`config.mk`:
```
export PLATFORM = sky130hd
export DESIGN_NAME = serial_pattern_feeder_flat
export DESIGN_NICKNAME = d
export VERILOG_FILES = /design/src/rtl/lab3_pkg.sv /design/src/rtl/serial_pattern_feeder_if.sv /design/src/rtl/btn_debounce.sv /design/src/rtl/serial_pattern_feeder.sv /design/src/flat_wrapper.sv
export SDC_FILE = /design/constraint.sdc
export NUM_CORES = 1
export LEC_CHECK = 0
export ABC_AREA = 1
export ABC_CLOCK_PERIOD_IN_PS = 1200
export BUFFER_PORTS_ARGS = -buffer_cell sky130_fd_sc_hd__buf_2
export CORE_MARGIN = 4
export CORE_UTILIZATION = 36
export DETAILED_ROUTE_END_ITERATION = 10
export HOLD_SLACK_MARGIN = 0.12
export PLACE_DENSITY_LB_ADDON = 0.15
export SLEW_MARGIN = 15
export SYNTH_ARGS = -nofsm -noshare
export SYNTH_HDL_FRONTEND = slang
export SYNTH_HIERARCHICAL = 1
export SYNTH_SLANG_ARGS = --single-unit
export TNS_END_PERCENT = 20
```
`constraint.sdc`:
```
create_clock -name clk -period 1.2 [get_ports clk]
set_input_delay 0.18 -clock clk [delete_from_list [all_inputs] [get_ports clk]]
set_output_delay 0.18 -clock clk [all_outputs]
set_load 0.03 [all_outputs]
```
`src/rtl/lab3_pkg.sv`:
```
`default_nettype none
// ============================================================================
// Module   : lab3_pkg
// Purpose  : Shared types and constants for the Lab3 serial pattern feeder.
// Revision : 1.0 - initial release
// ============================================================================
package lab3_pkg;

   typedef enum logic [1:0] {FEED_IDLE, FEED_SHIFT, FEED_DONE} feed_state_t;

   localparam int c_WIDTH_DEF  = 8;
   localparam int c_DB_CNT_SIM = 4;

endpackage
`default_nettype wire

```
`src/rtl/serial_pattern_feeder_if.sv`:
```
`default_nettype none
// ============================================================================
// Module   : serial_pattern_feeder_if
// Purpose  : Switch/button inputs and serial bit stream of the pattern feeder.
// Revision : 1.0 - initial release
// ============================================================================
interface serial_pattern_feeder_if #(
   parameter int WIDTH = lab3_pkg::c_WIDTH_DEF
);
   localparam int BW = $clog2(WIDTH + 1);

   logic             load;
   logic [WIDTH-1:0] pattern_in;
   logic             step_btn;
   logic             bit_out;
   logic             bit_valid;
   logic             busy;
   logic             done;
   logic [BW-1:0]    bits_left;

   modport master (
      output load, pattern_in, step_btn,
      input  bit_out, bit_valid, busy, done, bits_left
   );

   modport slave (
      input  load, pattern_in, step_btn,
      output bit_out, bit_valid, busy, done, bits_left
   );
endinterface
`default_nettype wire

```
`src/rtl/btn_debounce.sv`:
```
`default_nettype none
// ============================================================================
// Module   : btn_debounce
// Purpose  : 2-FF sync, optional debounce (STEP_DEBOUNCE_EN), rising-edge pulse.
// Revision : 1.0 - initial release
// ============================================================================
module btn_debounce #(
   parameter int DB_CNT = 4,
   parameter bit USE_DB = 1'b1
) (
   input  wire logic clk,
   input  wire logic rstn,
   input  wire logic i_btn,
   output logic      o_pulse
);

`ifdef STEP_DEBOUNCE_EN
   localparam bit c_DB_BUILD = 1'b1;
`else
   localparam bit c_DB_BUILD = 1'b0;
`endif

   logic r_sync1;
   logic r_sync2;
   logic r_prev;
   logic r_pulse;
   logic w_level;

   always_ff @(posedge clk or negedge rstn) begin
      if (!rstn) begin
         r_sync1 <= 1'b0;
         r_sync2 <= 1'b0;
         r_prev  <= 1'b0;
         r_pulse <= 1'b0;
      end else begin
         r_sync1 <= i_btn;
         r_sync2 <= r_sync1;
         r_prev  <= w_level;
         r_pulse <= w_level & ~r_prev;
      end
   end

   generate
      if (c_DB_BUILD && USE_DB && (DB_CNT > 0)) begin : g_db
         localparam int CW = $clog2(DB_CNT + 1);
         logic [CW-1:0] r_cnt;
         logic          r_level;

         // Level follows the synced input only after DB_CNT steady cycles.
         always_ff @(posedge clk or negedge rstn) begin
            if (!rstn) begin
               r_cnt   <= '0;
               r_level <= 1'b0;
            end else if (r_sync2 == r_level) begin
               r_cnt   <= '0;
            end else if (r_cnt == CW'(DB_CNT - 1)) begin
               r_cnt   <= '0;
               r_level <= r_sync2;
            end else begin
               r_cnt   <= r_cnt + CW'(1);
            end
         end

         assign w_level = r_level;
      end else begin : g_nodb
         assign w_level = r_sync2;
      end
   endgenerate

   assign o_pulse = r_pulse;

endmodule
`default_nettype wire

```
`src/rtl/serial_pattern_feeder.sv`:
```
`default_nettype none
// ============================================================================
// Module   : serial_pattern_feeder
// Purpose  : Loads a pattern and emits it MSB-first, one bit per step press.
//            Step debounce is built only when STEP_DEBOUNCE_EN is defined.
// Revision : 1.0 - initial release
// ============================================================================
module serial_pattern_feeder import lab3_pkg::*; #(
   parameter int WIDTH  = c_WIDTH_DEF,
   parameter int DB_CNT = 1000000
) (
   input wire logic               clk,
   input wire logic               rstn,
   serial_pattern_feeder_if.slave bus
);

   localparam int BW = $clog2(WIDTH + 1);

   feed_state_t      r_state;
   feed_state_t      w_next;
   logic [WIDTH-1:0] r_shreg;
   logic [BW-1:0]    r_bits_left;
   logic             r_bit_out;
   logic             r_bit_valid;
   logic             w_step_pulse;
   logic             w_load_pulse;
   logic             w_busy;
   logic             w_done;

   btn_debounce #(.DB_CNT(DB_CNT), .USE_DB(1'b1)) u_step_db (
      .clk     (clk),
      .rstn    (rstn),
      .i_btn   (bus.step_btn),
      .o_pulse (w_step_pulse)
   );

   btn_debounce #(.DB_CNT(DB_CNT), .USE_DB(1'b0)) u_load_edge (
      .clk     (clk),
      .rstn    (rstn),
      .i_btn   (bus.load),
      .o_pulse (w_load_pulse)
   );

   always_ff @(posedge clk or negedge rstn) begin
      if (!rstn) r_state <= FEED_IDLE;
      else       r_state <= w_next;
   end

   // Load has priority over step in every state.
   always_comb begin
      w_next = r_state;
      case (r_state)
         FEED_IDLE:  if (w_load_pulse) w_next = FEED_SHIFT;
         FEED_SHIFT: begin
            if (w_load_pulse)                              w_next = FEED_SHIFT;
            else if (w_step_pulse && (r_bits_left == BW'(1))) w_next = FEED_DONE;
         end
         FEED_DONE:  if (w_load_pulse) w_next = FEED_SHIFT;
         default:    w_next = FEED_IDLE;
      endcase
   end

   always_comb begin
      w_busy = 1'b0;
      w_done = 1'b0;
      case (r_state)
         FEED_SHIFT: w_busy = 1'b1;
         FEED_DONE:  w_done = 1'b1;
         default:    ;
      endcase
   end

   always_ff @(posedge clk or negedge rstn) begin
      if (!rstn) begin
         r_shreg     <= '0;
         r_bits_left <= '0;
         r_bit_out   <= 1'b0;
         r_bit_valid <= 1'b0;
      end else begin
         r_bit_valid <= 1'b0;
         if (w_load_pulse) begin
            r_shreg     <= bus.pattern_in;
            r_bits_left <= BW'(WIDTH);
         end else if (w_step_pulse && (r_state == FEED_SHIFT)) begin
            r_bit_out   <= r_shreg[WIDTH-1];
            r_shreg     <= r_shreg << 1;
            r_bits_left <= r_bits_left - BW'(1);
            r_bit_valid <= 1'b1;
         end
      end
   end

   assign bus.bit_out   = r_bit_out;
   assign bus.bit_valid = r_bit_valid;
   assign bus.busy      = w_busy;
   assign bus.done      = w_done;
   assign bus.bits_left = r_bits_left;

endmodule
`default_nettype wire

```
`src/flat_wrapper.sv`:
```
// flat-port wrapper written by rule: the top's interface ports become plain ports
module serial_pattern_feeder_flat import lab3_pkg::*;
#(
   parameter int WIDTH  = c_WIDTH_DEF,
   parameter int DB_CNT = 1000000
)
  (clk, rstn, bus_load, bus_pattern_in, bus_step_btn, bus_bit_out, bus_bit_valid, bus_busy, bus_done, bus_bits_left);
  serial_pattern_feeder_if #(.WIDTH(WIDTH)) bus_i ();
  input wire logic clk;
  input wire logic rstn;
  input wire logic [$bits(bus_i.load)-1:0] bus_load;
  input wire logic [$bits(bus_i.pattern_in)-1:0] bus_pattern_in;
  input wire logic [$bits(bus_i.step_btn)-1:0] bus_step_btn;
  output wire logic [$bits(bus_i.bit_out)-1:0] bus_bit_out;
  output wire logic [$bits(bus_i.bit_valid)-1:0] bus_bit_valid;
  output wire logic [$bits(bus_i.busy)-1:0] bus_busy;
  output wire logic [$bits(bus_i.done)-1:0] bus_done;
  output wire logic [$bits(bus_i.bits_left)-1:0] bus_bits_left;
  assign bus_i.load = bus_load;
  assign bus_i.pattern_in = bus_pattern_in;
  assign bus_i.step_btn = bus_step_btn;
  assign bus_bit_out = bus_i.bit_out;
  assign bus_bit_valid = bus_i.bit_valid;
  assign bus_busy = bus_i.busy;
  assign bus_done = bus_i.done;
  assign bus_bits_left = bus_i.bits_left;
  serial_pattern_feeder #(.WIDTH(WIDTH), .DB_CNT(DB_CNT)) u_core (.clk(clk), .rstn(rstn), .bus(bus_i));
endmodule
```
==> key figures <==
Yosys
  • Mapped Cells: 101
  • Mux cell area share after synthesis: 0%
  • Simple-gate share of the synthesized area: 27.6%
  • FFs w/ async S/R, synth: 100%
  • Share of the yosys chip area belonging to registers: 60.0%
  • Post-synth top area cell: dfrtp_1
  • Top-count cell post-synth: nand2_1
  • Synthesized area: 1000 um2
  • Largest family of logic cells by synthesized area: simple AND/OR/NAND/NOR gates
  • Post-synth top cells: nand2_1, dfrtp_1, inv_1
  • Number of synthesized flops with an enable pin: 0
  • Synth Warn #: 6
  • Post-synth top area share: 60.0%
  • XOR/XNOR share of the synthesized area: 0.875%
  • Synth cell types: 19
  • Fraction of the mapped netlist area in adder cells: 2.50%
  • Ys flop type: dfrtp_1
  • Syn_nets: 115
  • Synth Area in Compound Gates: 4.50%
  • Syn_area_per_cell: 9.91 um2
  • Yosys reg bits: 24
  • Area contributors post-synth: dfrtp_1, nand2_1, nand3_1, inv_1, nor2_1

Timing
  • RSZ-0062 raised after global routing: yes
  • Final count of pins violating max slew: 0
  • Fin crit period: 1.24 ns
  • Worst clock skew: 0.00510 ns
  • Final period utilization: 104%
  • Fmax: 804 MHz
  • Setup slack after layout: -0.0438 ns
  • Slew of the pin with the lowest slew margin: 0.505 ns
  • Final setup fails: 2
  • Slew margin rel.: 66.3%
  • Final hold violation count: 0

Power
  • Peak VDD IR: 1.12 mV
  • Leak: 0.670 nW
  • Power per Cell Area: 1960 nW/um2

Die
  • Core Footprint: 2570 um2
  • Die area: 3690 um2
  • I/O Pins: 20
  • Row Count: 18
  • Initial Util: 39.0%
  • Die X-Extent: 60.7 um
  • Die height: 60.7 um

Worst setup path
  • Reg2reg setup slack: 0.07 ns
  • Startpoint types: register
  • Endpoint class of the critical path: output port
  • Required time of the worst setup path: 1.02 ns
  • Setup CP Type: register to output port
  • Maximum fanout along the worst path: 3
  • Critical Path AT: 1.06 ns

Clocking
  • Total CTS buffers: 3
  • H-tree depth: 1
  • Reg clk slew, reported paths: 0.13 ns
  • TritonCTS clock tree: done
  • Sink Count: 24
  • Later-pin clock latency in the skew report: 0.31 ns
  • Clock buffer depth: 2
  • Root Buffer: clkbuf_4

GRT
  • Initial antenna violation count: 0
  • Vias in the first global route: 704
  • Largest net degree at the start of global routing: 25
  • First-pass GRT wire length: 3010 um
  • Total GRT Usage: 11.0%
  • GRT overflow: 0

Placed design
  • Placed insts: 150
  • IO Port Bufs: 19
  • Dpl ws: 0.0961 ns
  • Dpl hpwl: 1240 um
  • GP Congestion: 0.746

Routing
  • Final WL: 1720 um
  • DRC violations left: 0
  • Initial drt markers: 15
  • Antenna-violating nets left: 0
  • Vias: 733
  • DR pass1 iterations: 3
  • Average wire per standard cell: 10.4 um
  • Vias per inst: 4.44

Run status
  • Failing checks: setup timing
  • Status: finished, violations left

Final layout
  • Nets@finish: 150
  • Area grow syn2layout: 29.5%
  • Finished Layout Cells: 165
  • Diode count: 0
  • Share of layout cells above drive strength 1: 31.9%

Worst hold path
  • HP Class: input port to register

Job
  • Max-Cap Viols: 0
## cells by family after synthesis
family | Yosys count
xor gates and xnor gates | 1
AOI/OAI and AO/OA | 7
DFF | 24
buffers and inverters | 11
adders and majority gates | 2
and+or+nand+nor | 56
## area by class of cell
type	instances	area (um2)
tap	30	37.5
timing repair buffer	31	219
multi-input combinational	66	360
inverter	10	40.0
clock buffer	4	36.3
fill	251	1270
sequential	24	603
## repair_timing
item | 4_1_cts | 5_1_grt
endpoints found under the hold margin | 33 | 0
hold buffers | 10 | 0
setup endpoints to repair | 3 | 4
gates resized for setup | 6 | 3
buffers inserted | 1 | 0
pin swaps | 0 | 0
## stage by stage
step	total power (W)	hold slack [ns]	instance area (um2)	setup TNS [ns]	utilization (%)
4_1_cts	0.00257	0.202	1290	-0.0962	50.4
5_1_grt	0.00273	0.230	1300	-0.209	50.5
2_1_floorplan	0.00179	-0.116	1000	0	-
3_3_place_gp	0.00203	0.189	1140	0	44.3
3_5_place_dp	0.00205	0.194	1140	0	44.3
6_report	0.00255	0.208	1300	-0.0706	50.5
## state kept, by name, summed over array words and instances (netlist names)
| register | flops |
|---|---|
| u_core/bus.bit_out | 1 |
| u_core/bus.bit_valid | 1 |
| u_core/bus.bits_left | 4 |
| u_core/r_shreg | 8 |
| u_core/r_state | 2 |
| u_core/u_load_edge/o_pulse | 1 |
| u_core/u_load_edge/r_prev | 1 |
| u_core/u_load_edge/r_sync1 | 1 |
| u_core/u_load_edge/r_sync2 | 1 |
| u_core/u_step_db/o_pulse | 1 |
| u_core/u_step_db/r_prev | 1 |
| u_core/u_step_db/r_sync1 | 1 |
| u_core/u_step_db/r_sync2 | 1 |
## where the power goes
group          internal [W]  total (W)  switching (W)
logic              0.000349   0.000956       0.000607
clock network      0.000185   0.000430       0.000244
registers           0.00101    0.00116       0.000151
total               0.00154    0.00255        0.00100
## per-layer routing
layer | track usage, % | share of wire [%] | up-vias
met3 | 4.04 | 7.4 | 2
met4 | 2.79 | 0.70 | 0
met2 | 18.8 | 49 | 19
li1 | - | - | 383
met1 | 13.1 | 43 | 329
met5 | 0 | 0 | -
## critical path, cell delays in order (launching register included)
cell and delay [ns]:
dfrtp_1 0.42, inv_2 0.07, nor2_2 0.11, buf_6 0.14
## cells in the final DEF (no fill, tap or decap), types with 2 or more instances in the layout
cell,n
nand2_1,33
dfrtp_1,22
buf_2,17
dlygate4sd3_1,10
nand3_1,7
inv_1,6
nor2_1,6
nor2_2,4
clkbuf_4,3
buf_4,3
inv_2,3
o21ai_0,3
nand3_2,2
o21ai_2,2
ha_1,2
dfrtp_2,2
## worst paths after layout
| path | cells after the start | start | end |
|---|---|---|---|
| max in group asynchronous | 2 | rstn | u_core/bus.bits_left[2]$_DFFE_PN0P_ |
| min in group asynchronous | 2 | rstn | u_core/bus.bits_left[3]$_DFFE_PN0P_ |
| max | 3 | u_core/r_state[1]$_DFFE_PN0P_ | bus_done |
| min reg2reg | 0 | u_core/u_step_db/r_sync1$_DFF_PN0_ | u_core/u_step_db/r_sync2$_DFF_PN0_ |
| min | 5 | bus_pattern_in[2] | u_core/r_shreg[2]$_DFFE_PN0P_ |
| max reg2reg | 6 | u_core/r_state[0]$_DFFE_PN0P_ | u_core/r_shreg[6]$_DFFE_PN0P_ |
Note: power is estimated with default switching activity, not from simulation.
